[config.mk]
export PLATFORM = sky130hd
export DESIGN_NAME = systolic_tile_ws
export DESIGN_NICKNAME = d
export VERILOG_FILES = /design/src/rtl/systolic_pkg.sv /design/src/rtl/systolic_ws_pe.sv /design/src/rtl/systolic_tile_ws.sv
export SDC_FILE = /design/constraint.sdc
export NUM_CORES = 2
export LEC_CHECK = 0
export ABC_AREA = 1
export BUFFER_PORTS_ARGS = -buffer_cell sky130_fd_sc_hd__clkbuf_2
export CAP_MARGIN = 20
export CORE_MARGIN = 10
export CORE_UTILIZATION = 30
export CTS_CLUSTER_DIAMETER = 50
export DETAILED_ROUTE_END_ITERATION = 6
export SETUP_SLACK_MARGIN = 0.2
export SLEW_MARGIN = 10
export SYNTH_ARGS = -nofsm -noshare
export SYNTH_HDL_FRONTEND = slang
export SYNTH_SLANG_ARGS = --single-unit
[constraint.sdc]
create_clock -name clk -period 7.1 [get_ports clk]
set_clock_uncertainty 0.2 [all_clocks]
set_input_delay 0 -clock clk [delete_from_list [all_inputs] [get_ports clk]]
set_output_delay 0 -clock clk [all_outputs]
set_load 0.01 [all_outputs]
[src/rtl/systolic_pkg.sv]
// Shared types and helpers for the weight-stationary systolic tile:
// FSM state encoding, derived widths and output saturation.
package systolic_pkg;

  typedef enum logic [1:0] {
    IDLE  = 2'd0,
    LOAD  = 2'd1,
    RUN   = 2'd2,
    DRAIN = 2'd3
  } state_e;

  // Wide enough for any partial sum plus bias before clamping.
  localparam int SAT_W = 64;

  function automatic int acc_bits(input int data_w, input int wt_w, input int n_in);
    return data_w + wt_w + $clog2(n_in);
  endfunction

  function automatic int pipe_latency(input int n_in, input int n_out);
    return n_in + n_out;
  endfunction

  function automatic logic signed [SAT_W-1:0] sat_to(input logic signed [SAT_W-1:0] v,
                                                     input int width);
    logic signed [SAT_W-1:0] hi_v;
    logic signed [SAT_W-1:0] lo_v;
    hi_v = (64'sd1 <<< (width - 1)) - 64'sd1;
    lo_v = -(64'sd1 <<< (width - 1));
    if (v > hi_v) begin
      sat_to = hi_v;
    end else if (v < lo_v) begin
      sat_to = lo_v;
    end else begin
      sat_to = v;
    end
  endfunction

endpackage

[src/rtl/systolic_ws_pe.sv]
// One weight-stationary MAC cell: holds a signed weight, forwards the
// activation to the right and adds a*w to the partial sum coming from above.
module systolic_ws_pe #(
  parameter int BitSize        = 8,
  parameter int Weight_BitSize = 4,
  parameter int AccBitSize     = 14
) (
  input  logic                      clk,
  input  logic                      res_n,
  input  logic                      en,
  input  logic                      w_ld,
  input  logic [Weight_BitSize-1:0] w_in,
  output logic [Weight_BitSize-1:0] w_out,
  input  logic [BitSize-1:0]        a_in,
  output logic [BitSize-1:0]        a_out,
  input  logic [AccBitSize-1:0]     ps_in,
  output logic [AccBitSize-1:0]     ps_out
);

  logic [Weight_BitSize-1:0]    w_r;
  logic [BitSize-1:0]           a_r;
  logic [AccBitSize-1:0]        ps_r;
  logic signed [AccBitSize-1:0] prod_s;

  // Both operands are sign-extended before the multiply so the product is exact.
  always_comb begin
    prod_s = AccBitSize'($signed(a_in)) * AccBitSize'($signed(w_r));
  end

  // Weight register, shifted only while weights are being loaded.
  always_ff @(posedge clk) begin
    if (res_n) begin
      w_r <= {Weight_BitSize{1'b0}};
    end else if (w_ld) begin
      w_r <= w_in;
    end else begin
      w_r <= w_r;
    end
  end

  // Activation forward and accumulate, frozen during a global stall.
  always_ff @(posedge clk) begin
    if (res_n) begin
      a_r  <= {BitSize{1'b0}};
      ps_r <= {AccBitSize{1'b0}};
    end else if (en) begin
      a_r  <= a_in;
      ps_r <= ps_in + prod_s;
    end else begin
      a_r  <= a_r;
      ps_r <= ps_r;
    end
  end

  assign w_out  = w_r;
  assign a_out  = a_r;
  assign ps_out = ps_r;

endmodule

[src/rtl/systolic_tile_ws.sv]
// Weight-stationary systolic tile computing Y = sat(X*W + bias) one aligned
// row per cycle, with internal skew/deskew, weight loading and backpressure.
module systolic_tile_ws
  import systolic_pkg::*;
#(
  parameter int BitSize        = 8,
  parameter int Weight_BitSize = 4,
  parameter int NumOfInputs    = 4,
  parameter int NumOfNerves    = 4
) (
  input  logic                                clk,
  input  logic                                res_n,
  input  logic                                w_valid,
  output logic                                w_ready,
  input  logic [NumOfNerves*Weight_BitSize-1:0] w_data,
  input  logic [NumOfNerves*BitSize-1:0]      bias,
  input  logic                                in_valid,
  output logic                                in_ready,
  input  logic [NumOfInputs*BitSize-1:0]      in_data,
  input  logic                                in_last,
  output logic                                out_valid,
  input  logic                                out_ready,
  output logic [NumOfNerves*BitSize-1:0]      out_data,
  output logic                                out_last,
  output logic                                busy
);

  localparam int AccBitSize = acc_bits(BitSize, Weight_BitSize, NumOfInputs);
  localparam int LAT        = pipe_latency(NumOfInputs, NumOfNerves);
  localparam int CNT_W      = (NumOfInputs > 1) ? $clog2(NumOfInputs) : 1;
  localparam bit ONE_ROW    = (NumOfInputs == 1);

  state_e             state_r, state_s;
  logic               loaded_r, loaded_s;
  logic [CNT_W-1:0]   cnt_r, cnt_s;
  logic               w_ready_s, in_ready_s;
  logic               adv_s, in_fire_s, w_ld_s, pipe_empty_s;
  logic               pe_edge_unused_s;

  logic [1:0]                      vp_r [LAT-1];
  logic                            out_valid_r, out_last_r;
  logic [NumOfNerves*BitSize-1:0]  out_data_r, out_next_s;

  logic [BitSize-1:0]        a_h  [NumOfInputs][NumOfNerves+1];
  logic [AccBitSize-1:0]     ps_h [NumOfInputs+1][NumOfNerves];
  logic [Weight_BitSize-1:0] w_h  [NumOfInputs+1][NumOfNerves];
  logic [AccBitSize-1:0]     ds_h [NumOfNerves];

  assign adv_s     = !(out_valid_r && !out_ready);
  assign in_fire_s = in_valid && in_ready_s;
  assign w_ld_s    = w_valid && w_ready_s;

  // Pipeline is empty when no valid token sits ahead of the output stage.
  always_comb begin
    pipe_empty_s = 1'b1;
    for (int k = 0; k < LAT - 1; k++) begin
      pipe_empty_s = pipe_empty_s & !vp_r[k][1];
    end
  end

  // Next-state and handshake logic; weights win over inputs in IDLE.
  always_comb begin
    state_s    = state_r;
    loaded_s   = loaded_r;
    cnt_s      = cnt_r;
    w_ready_s  = 1'b0;
    in_ready_s = 1'b0;
    case (state_r)
      IDLE: begin
        w_ready_s  = 1'b1;
        in_ready_s = loaded_r && !w_valid;
        if (w_valid) begin
          loaded_s = ONE_ROW;
          cnt_s    = CNT_W'(32'd1);
          state_s  = ONE_ROW ? IDLE : LOAD;
        end else if (loaded_r && in_valid) begin
          state_s = in_last ? DRAIN : RUN;
        end else begin
          state_s = IDLE;
        end
      end
      LOAD: begin
        w_ready_s = 1'b1;
        if (w_valid && (cnt_r == CNT_W'(NumOfInputs - 1))) begin
          loaded_s = 1'b1;
          cnt_s    = {CNT_W{1'b0}};
          state_s  = IDLE;
        end else if (w_valid) begin
          cnt_s = cnt_r + CNT_W'(32'd1);
        end else begin
          cnt_s = cnt_r;
        end
      end
      RUN: begin
        in_ready_s = adv_s;
        if (in_valid && adv_s && in_last) begin
          state_s = DRAIN;
        end else begin
          state_s = RUN;
        end
      end
      DRAIN: begin
        if (pipe_empty_s && (!out_valid_r || out_ready)) begin
          state_s = IDLE;
        end else begin
          state_s = DRAIN;
        end
      end
      default: begin
        state_s  = IDLE;
        loaded_s = 1'b0;
      end
    endcase
  end

  // Control state registers.
  always_ff @(posedge clk) begin
    if (res_n) begin
      state_r  <= IDLE;
      loaded_r <= 1'b0;
      cnt_r    <= {CNT_W{1'b0}};
    end else begin
      state_r  <= state_s;
      loaded_r <= loaded_s;
      cnt_r    <= cnt_s;
    end
  end

  genvar gi, gj;
  for (gi = 0; gi < NumOfInputs; gi++) begin : g_row
    logic [BitSize-1:0] row_in_s;
    assign row_in_s = in_fire_s ? in_data[gi*BitSize +: BitSize] : {BitSize{1'b0}};
    if (gi == 0) begin : g_noskew
      assign a_h[gi][0] = row_in_s;
    end else begin : g_skew
      logic [BitSize-1:0] dly_r [gi];
      // Input skew: row gi reaches its PE row gi cycles later.
      always_ff @(posedge clk) begin
        if (res_n) begin
          for (int k = 0; k < gi; k++) dly_r[k] <= {BitSize{1'b0}};
        end else if (adv_s) begin
          dly_r[0] <= row_in_s;
          for (int k = 1; k < gi; k++) dly_r[k] <= dly_r[k-1];
        end else begin
          for (int k = 0; k < gi; k++) dly_r[k] <= dly_r[k];
        end
      end
      assign a_h[gi][0] = dly_r[gi-1];
    end
    for (gj = 0; gj < NumOfNerves; gj++) begin : g_pe
      systolic_ws_pe #(
        .BitSize       (BitSize),
        .Weight_BitSize(Weight_BitSize),
        .AccBitSize    (AccBitSize)
      ) u_pe (
        .clk   (clk),
        .res_n (res_n),
        .en    (adv_s),
        .w_ld  (w_ld_s),
        .w_in  (w_h[gi+1][gj]),
        .w_out (w_h[gi][gj]),
        .a_in  (a_h[gi][gj]),
        .a_out (a_h[gi][gj+1]),
        .ps_in (ps_h[gi][gj]),
        .ps_out(ps_h[gi+1][gj])
      );
    end
  end

  // Weights enter at the bottom row and shift upward, so row k settles in PE row k.
  for (gj = 0; gj < NumOfNerves; gj++) begin : g_col
    assign ps_h[0][gj]           = {AccBitSize{1'b0}};
    assign w_h[NumOfInputs][gj]  = w_data[gj*Weight_BitSize +: Weight_BitSize];
    if (gj == NumOfNerves - 1) begin : g_nodeskew
      assign ds_h[gj] = ps_h[NumOfInputs][gj];
    end else begin : g_deskew
      localparam int D = NumOfNerves - 1 - gj;
      logic [AccBitSize-1:0] dly_r [D];
      // Output deskew: earlier columns wait for the last one.
      always_ff @(posedge clk) begin
        if (res_n) begin
          for (int k = 0; k < D; k++) dly_r[k] <= {AccBitSize{1'b0}};
        end else if (adv_s) begin
          dly_r[0] <= ps_h[NumOfInputs][gj];
          for (int k = 1; k < D; k++) dly_r[k] <= dly_r[k-1];
        end else begin
          for (int k = 0; k < D; k++) dly_r[k] <= dly_r[k];
        end
      end
      assign ds_h[gj] = dly_r[D-1];
    end
  end

  // Bias add and clamp to the signed output range.
  always_comb begin
    logic signed [SAT_W-1:0] sum_v;
    logic signed [SAT_W-1:0] sat_v;
    sum_v      = {SAT_W{1'b0}};
    sat_v      = {SAT_W{1'b0}};
    out_next_s = {(NumOfNerves*BitSize){1'b0}};
    for (int j = 0; j < NumOfNerves; j++) begin
      sum_v = SAT_W'($signed(ds_h[j])) + SAT_W'($signed(bias[j*BitSize +: BitSize]));
      sat_v = sat_to(sum_v, BitSize);
      out_next_s[j*BitSize +: BitSize] = sat_v[BitSize-1:0];
    end
  end

  // Valid/last pipe and registered output stage.
  always_ff @(posedge clk) begin
    if (res_n) begin
      for (int k = 0; k < LAT - 1; k++) vp_r[k] <= 2'b00;
      out_valid_r <= 1'b0;
      out_last_r  <= 1'b0;
      out_data_r  <= {(NumOfNerves*BitSize){1'b0}};
    end else if (adv_s) begin
      vp_r[0] <= {in_fire_s, in_fire_s && in_last};
      for (int k = 1; k < LAT - 1; k++) vp_r[k] <= vp_r[k-1];
      out_valid_r <= vp_r[LAT-2][1];
      out_last_r  <= vp_r[LAT-2][0];
      out_data_r  <= out_next_s;
    end else begin
      for (int k = 0; k < LAT - 1; k++) vp_r[k] <= vp_r[k];
      out_valid_r <= out_valid_r;
      out_last_r  <= out_last_r;
      out_data_r  <= out_data_r;
    end
  end

  // Array edges with no consumer: rightmost activations and top-row weights.
  always_comb begin
    pe_edge_unused_s = 1'b0;
    for (int i = 0; i < NumOfInputs; i++) begin
      pe_edge_unused_s = pe_edge_unused_s ^ (^a_h[i][NumOfNerves]);
    end
    for (int j = 0; j < NumOfNerves; j++) begin
      pe_edge_unused_s = pe_edge_unused_s ^ (^w_h[0][j]);
    end
  end

  assign w_ready   = w_ready_s;
  assign in_ready  = in_ready_s;
  assign out_valid = out_valid_r;
  assign out_last  = out_last_r;
  assign out_data  = out_data_r;
  assign busy      = (state_r != IDLE);

endmodule

Word level (Yosys, flattened, before mapping). Memory sizes are Yosys's and may differ from the RTL's. Cells that the tools add are included.

Logic and storage cells: 255. Memories: 7. Bits in writable memories: 146. Bits in registers: 423. Output and inout bits: 37. Input port bits: 86.

Memories: g_col[0].g_deskew.dly_r (depth 3, bits a word 14, read ports 3, clocked after Yosys merged registers in 0, write ports 3, RTL line systolic_tile_ws.sv:178) `logic [AccBitSize-1:0] dly_r [D];`; g_col[1].g_deskew.dly_r (depth 2, bits a word 14, read ports 2, clocked after Yosys merged registers in 0, write ports 2, RTL line systolic_tile_ws.sv:178); g_row[3].g_skew.dly_r (depth 3, bits a word 8, read ports 3, clocked after Yosys merged registers in 0, write ports 3, RTL line systolic_tile_ws.sv:136) `logic [BitSize-1:0] dly_r [gi];`; g_row[2].g_skew.dly_r (depth 2, bits a word 8, read ports 2, clocked after Yosys merged registers in 0, write ports 2, RTL line systolic_tile_ws.sv:136); g_col[2].g_deskew.dly_r (depth 1, bits a word 14, read ports 1, clocked after Yosys merged registers in 0, write ports 1, RTL line systolic_tile_ws.sv:178); vp_r (depth 7, bits a word 2, read ports 7, clocked after Yosys merged registers in 0, write ports 7, RTL line systolic_tile_ws.sv:40) `logic [1:0] vp_r [LAT-1];`; +1 memories.

Muxes and demuxes: 78. Reduce and logical (&&, ||, !) cells: 32. Multiply operators: 16. Magnitude comparators: 8. Eq/ne operators: 7. Add/subtract/negate cells: 17. Bitwise logic cells: 40.

Operator list (number): $mul 8x4->12 (16); $mux 8 (24); $add 14x14->14 (12); $mux 14 (12); $add 14x8->15 (4); $gt 15x8->1 const B (4); $lt 15x8->1 const B (4); $mux 2 (21); $or 1x1->1 (34); $reduce_or 14->1 (2); $mux 1 (17); $reduce_or 8->1 (2); $logic_not 1->1 (11); $logic_and 1x1->1 (10); $pmux 2 s4 (1); $and 1x1->1 (6); $eq 2x2->1 const B (3); $reduce_and 3->1 (2); $ne 2x2->1 const B (2); $pmux 1 s2 (2); $pmux 2 s2 (1); $reduce_bool 2->1 (2); $ne 3x3->1 const B (1); $add 2x1->2 const B (1); other kinds (4) (4).

Depth between registers and ports, before layout. An unclocked memory read counts as a cell.

Depth in word-level cells: 11. Mapped depth: 27. Depth with buffers taken out: 26.

Cells and area by module. From an unflattened synthesis, not the netlist that was laid out.

Cell total of the unflattened synthesis: 7730. Area, all modules: 55081.6 um2.

Modules (own cells, without submodules): systolic_ws_pe at g_row[0].g_pe[0].u_pe ... (instances 7, cells an instance 396, seq. area each 520.5 um2, area each 2761.4 um2); systolic_ws_pe at g_row[2].g_pe[1].u_pe ... (instances 7, cells an instance 394, seq. area each 520.5 um2, area each 2755.1 um2); systolic_tile_ws (instances 1, cells an instance 1411, seq. area each 5165.0 um2, area each 10895.4 um2); systolic_ws_pe at g_row[2].g_pe[0].u_pe (instances 1, cells an instance 395, seq. area each 520.5 um2, area each 2816.5 um2); systolic_ws_pe at g_row[1].g_pe[3].u_pe (instances 1, cells an instance 394, seq. area each 520.5 um2, area each 2753.9 um2).

Worst setup path before layout. Ideal clock, no wire load.

Path type: reg-to-reg. From: register out_valid_r (netlist: out_valid), read port of vp_r. To: memory g_col[0].g_deskew.dly_r[0][0] (enable). Path buffers: 2. Clock period less this slack: 5831 ps. Path slack: 1269 ps. Required time: 6333 ps. Arrival time: 5064 ps. Stages on the path, launching flop included: 8. Library setup time: 567 ps. Path through: dfxtp_1 inv_1 nor2_2 inv_1 nor2_2 inv_2 clkbuf_1 buf_1.

RTL lines: start: declaration (RTL line systolic_tile_ws.sv:41) `logic out_valid_r, out_last_r;`; end: declaration (RTL line systolic_tile_ws.sv:178).

Worst setup path in the final report.
From: register g_row[2].g_pe[2].u_pe.w_r[2]. To: register g_row[2].g_pe[2].u_pe.ps_r[13].

Cells in the longest elaborated chain, start to end: 2.

RTL lines: start: declaration (RTL line systolic_ws_pe.sv:20) `logic [Weight_BitSize-1:0] w_r;`; start signal: assignment (RTL line systolic_ws_pe.sv:33) `w_r <= {Weight_BitSize{1'b0}};`; start signal: assignment (RTL line systolic_ws_pe.sv:35) `w_r <= w_in;`; start signal: assignment (RTL line systolic_ws_pe.sv:37) `w_r <= w_r;`; $mul 8x4->12 (RTL line systolic_ws_pe.sv:27) `prod_s = AccBitSize'($signed(a_in)) * AccBitSize'($signed(w_r));`; $add 14x14->14 (RTL line systolic_ws_pe.sv:48) `ps_r <= ps_in + prod_s;`; end signal: assignment (RTL line systolic_ws_pe.sv:45) `ps_r <= {AccBitSize{1'b0}};`; end signal: assignment (RTL line systolic_ws_pe.sv:48); end signal: assignment (RTL line systolic_ws_pe.sv:51) `ps_r <= ps_r;`; end: declaration (RTL line systolic_ws_pe.sv:22) `logic [AccBitSize-1:0] ps_r;`.

No other way between the ends. A chain may end at the register's enable or synchronous reset.

==> flow_summary.toml <==
[outcome]
outcome = "finished clean"

[placed_design]
place.gp.congestion = 0.8594
dp_hpwl_um = 88620
dpl_cell_area_mm2 = 0.04924
port_buffers = 122

[drt]
drtIter0Drc = 1925
wl_per_cell_um = 13.71
dr.pass1.iters = 5
via_count = 38440
drc = 0
antenna_left = 0
via_per_inst = 4.535
wl_um = 116200

[worst_setup_path]
crit_path_start_kind = "flip-flop"
end_kind = "flip-flop"
crit_top_cell = "fa_1"
path_delay_family = "adder cells"
required_ns = 7.46
path_class = "flip-flop to flip-flop"
reg2reg_to = "g_row[2].g_pe[2].u_pe.ps_out[13]"
cp_cell_sequence = "nand2_1 > fa_1 > fa_1 > fa_1 > inv_1 > ha_1 > inv_1 > fa_1 > o21ai_0 > a211oi_1 > nor2_1 > xnor2_1 > inv_1 > ha_1 > nand2_1 > or4_1 > o21ai_0 > nand3_1 > nand2_1 > o21ai_1"
slowest_stage = "fa_1"
critPathMaxFanout = 10
worst_path_largest_cell_delay_ns = 0.52
worst-r2r-cell-count = 20
crit_buf_inv = 3
r2r_start = "g_row[2].g_pe[2].u_pe.w_out[2]"
timing.reg2reg.setup_slack_ns = 1.66
cp.arrival_ns = 5.80

[worst_hold_path]
hp-start = "w_data[5]"
hold_class = "input pin to flip-flop"
whs_path_depth = 4
hold_path_end = "g_row[3].g_pe[1].u_pe.w_out[1]"

[clock_tree]
clk_latency_ns = 0.69
htreeDepth = 3
cts_tree = "yes"
clock_path_buffers = 3
cts_buffers = 85
post_cts_resized = 0
holdBufCountCts = 153
cts_sinks = 561
post_cts_buffers = 0
path_clk_slew_ns = 0.06
cts_root_buf = "clkbuf_16"

[power_and_ir_drop]
power_switching_w = 0.002843
pwr-share-comb = 0.164
p_int_w = 0.006604
power_w = 0.009447
leakage_nw = 28.83
ir_worst_vdd_v = 0.0001548
pwr-share-seq = 0.381
swShare = 0.3010
cellPowerDensity_mw_per_mm2 = 175.9
pwr-share-clk = 0.455

[final_layout]
design_area_mm2 = 0.05372
final_common_cell = "nand2_1"
layout-drive-gt1-share = 0.05600
final_cell_mix = "nand2_1 (1467), inv_1 (1134), ha_1 (551), nor2_1 (505), dfxtp_1 (415)"
area_growth_syn_to_layout_pct = 15.34
fill_cells = 16280
final_nets = 7282

[die]
ios = 123
die_w_um = 414
rows = 144
core-area_mm2 = 0.1542
die-area_mm2 = 0.1714
die_h_um = 414
initial_utilization = 0.3020

[yosys]
synthesis.nets = 7067
synthFlopType = "dfxtp_1"
synth.area.top_cells = "dfxtp_1 (18%), ha_1 (15%), fa_1 (12%), nand2_1 (12%), edfxtp_1 (9.4%)"
yosysWarnings = 0
async_reset_ff_frac = 0
yosysSeqAreaShare = 0.2725
syn-cell-area_mm2 = 0.04657
synth_edf_count = 146
avgSynthCellArea_um2 = 7.582
synth_top_area_cell = "dfxtp_1"
synth_seq_cells = 561
ys_types = 55
synthDominantCellAreaShare = 0.1784
synthCells = 6142

[sta]
worst_pin_slew_ns = 0.9915
relSlewSlack = 0.3390
rsz0062_at_grt = "no"
timing.fmax_mhz = 183.9
period_needed_ns = 5.437
fin_crit_sh = 0.7658
finalHoldViolations = 0
setup_violations = 0
slew_violations = 0
tns_ns = 0

[global_route]
grt_pass1_wl_um = 193000
grt_max_degree = 164
antenna_found_initial = 8
grt-ovfl-total = 0
grt_use_total = 0.1344
grt_pass1_vias = 38380

[job]
cap_violations = 0
-- per-layer routing --
| layer | part of all wire | vias up | global-route usage |
|---|---|---|---|
| met4 | 0.029 | 4 | 0.04648 |
| met1 | 0.46 | 17820 | 0.1678 |
| met2 | 0.48 | 526 | 0.2366 |
| li1 | - | 19920 | - |
| met5 | 0.00019 | - | 0 |
| met3 | 0.034 | 164 | 0.01743 |
-- logic make-up (layout without fill, tap and decap cells) --
logic type | Yosys count | count (layout) | share of synthesized area
buffers and inverters | 1318 | 1604 | 0.1076
AOI/OAI and AO/OA | 941 | 941 | 0.1134
xor gates and xnor gates | 180 | 180 | 0.03482
DFF | 561 | 561 | 0.2725
adders and majority gates | 839 | 839 | 0.2718
other | 0 | 4 | 0
and+or+nand+nor | 2303 | 2303 | 0.1999
-- registers in the layout (all words and copies together) (netlist names) --
register,count
g_row.g_pe.u_pe.ps_out,216
g_row.g_pe.u_pe.a_out,96
g_col.g_deskew.dly_r,84
g_row.g_pe.u_pe.w_out,64
g_row.g_skew.dly_r,48
out_data,32
vp_r,14
cnt_r,2
state_r,2
loaded_r,1
out_last,1
out_valid,1
-- cell usage after synthesis, drive strengths merged, types with 36 or more instances --
library cell,n
a21oi,346
a22o,36
buf,54
clkbuf,108
dfxtp,415
edfxtp,146
fa,288
ha,551
inv,1142
nand2,1482
nand3,202
nor2,520
o21ai,374
o22ai,67
xnor2,107
xor2,73
-- how the worst max path moves through the flow --
stage | from | endpoint | cells past startpoint
after floorplan | out_valid | g_col[0].g_deskew.dly_r[0][0] | 7
after global placement | g_row[2].g_pe[2].u_pe.w_out[1] | g_row[2].g_pe[2].u_pe.ps_out[13] | 20
after detailed placement | g_row[2].g_pe[2].u_pe.w_out[1] | g_row[2].g_pe[2].u_pe.ps_out[13] | 20
after CTS | g_row[2].g_pe[2].u_pe.w_out[1] | g_row[2].g_pe[2].u_pe.ps_out[13] | 20
after global routing | g_row[2].g_pe[2].u_pe.w_out[2] | g_row[2].g_pe[2].u_pe.ps_out[13] | 20
final | g_row[2].g_pe[2].u_pe.w_out[2] | g_row[2].g_pe[2].u_pe.ps_out[13] | 20
-- metrics by stage --
step / hold slack, ns / setup slack [ns] / instances / util
after floorplan: -0.06510 / 1.269 / 6142 / -
after global placement: 0.04239 / 1.584 / 8161 / 0.3193
after detailed placement: 0.03710 / 1.658 / 8161 / 0.3193
after CTS: 0.008397 / 1.656 / 8472 / 0.3482
after global routing: 0.04632 / 1.285 / 8474 / 0.3483
final: 0.03376 / 1.663 / 8476 / 0.3483
-- area by class of cell --
type,count,area [µm²],share of cell area
Antenna cell,4,10.01,0.0001863
Clock buffer,106,2326,0.04330
Clock inverter,52,606.8,0.01130
Inverter,1156,4354,0.08106
Multi-Input combinational cell,4263,28890,0.5378
Sequential cell,561,12690,0.2363
Tap cell,2044,2557,0.04761
Timing Repair Buffer,290,2280,0.04244
-- power by group through the flow --
stage | clock (W) | combinational [W] | sequential [W]
after floorplan | 0 | 0.00113 | 0.00359
after global placement | 0 | 0.00144 | 0.00366
after detailed placement | 0 | 0.00145 | 0.00366
after CTS | 0.00442 | 0.00156 | 0.00360
after global routing | 0.00455 | 0.00179 | 0.00362
final | 0.00430 | 0.00154 | 0.00360
-- worst min-delay path, stage by stage --
cell	delay [ns]
dlygate4sd3_1	0.61
clkbuf_2	0.14
nor2_1	0.04
nor2_1	0.08
Note: power is estimated with default switching activity, not from simulation.
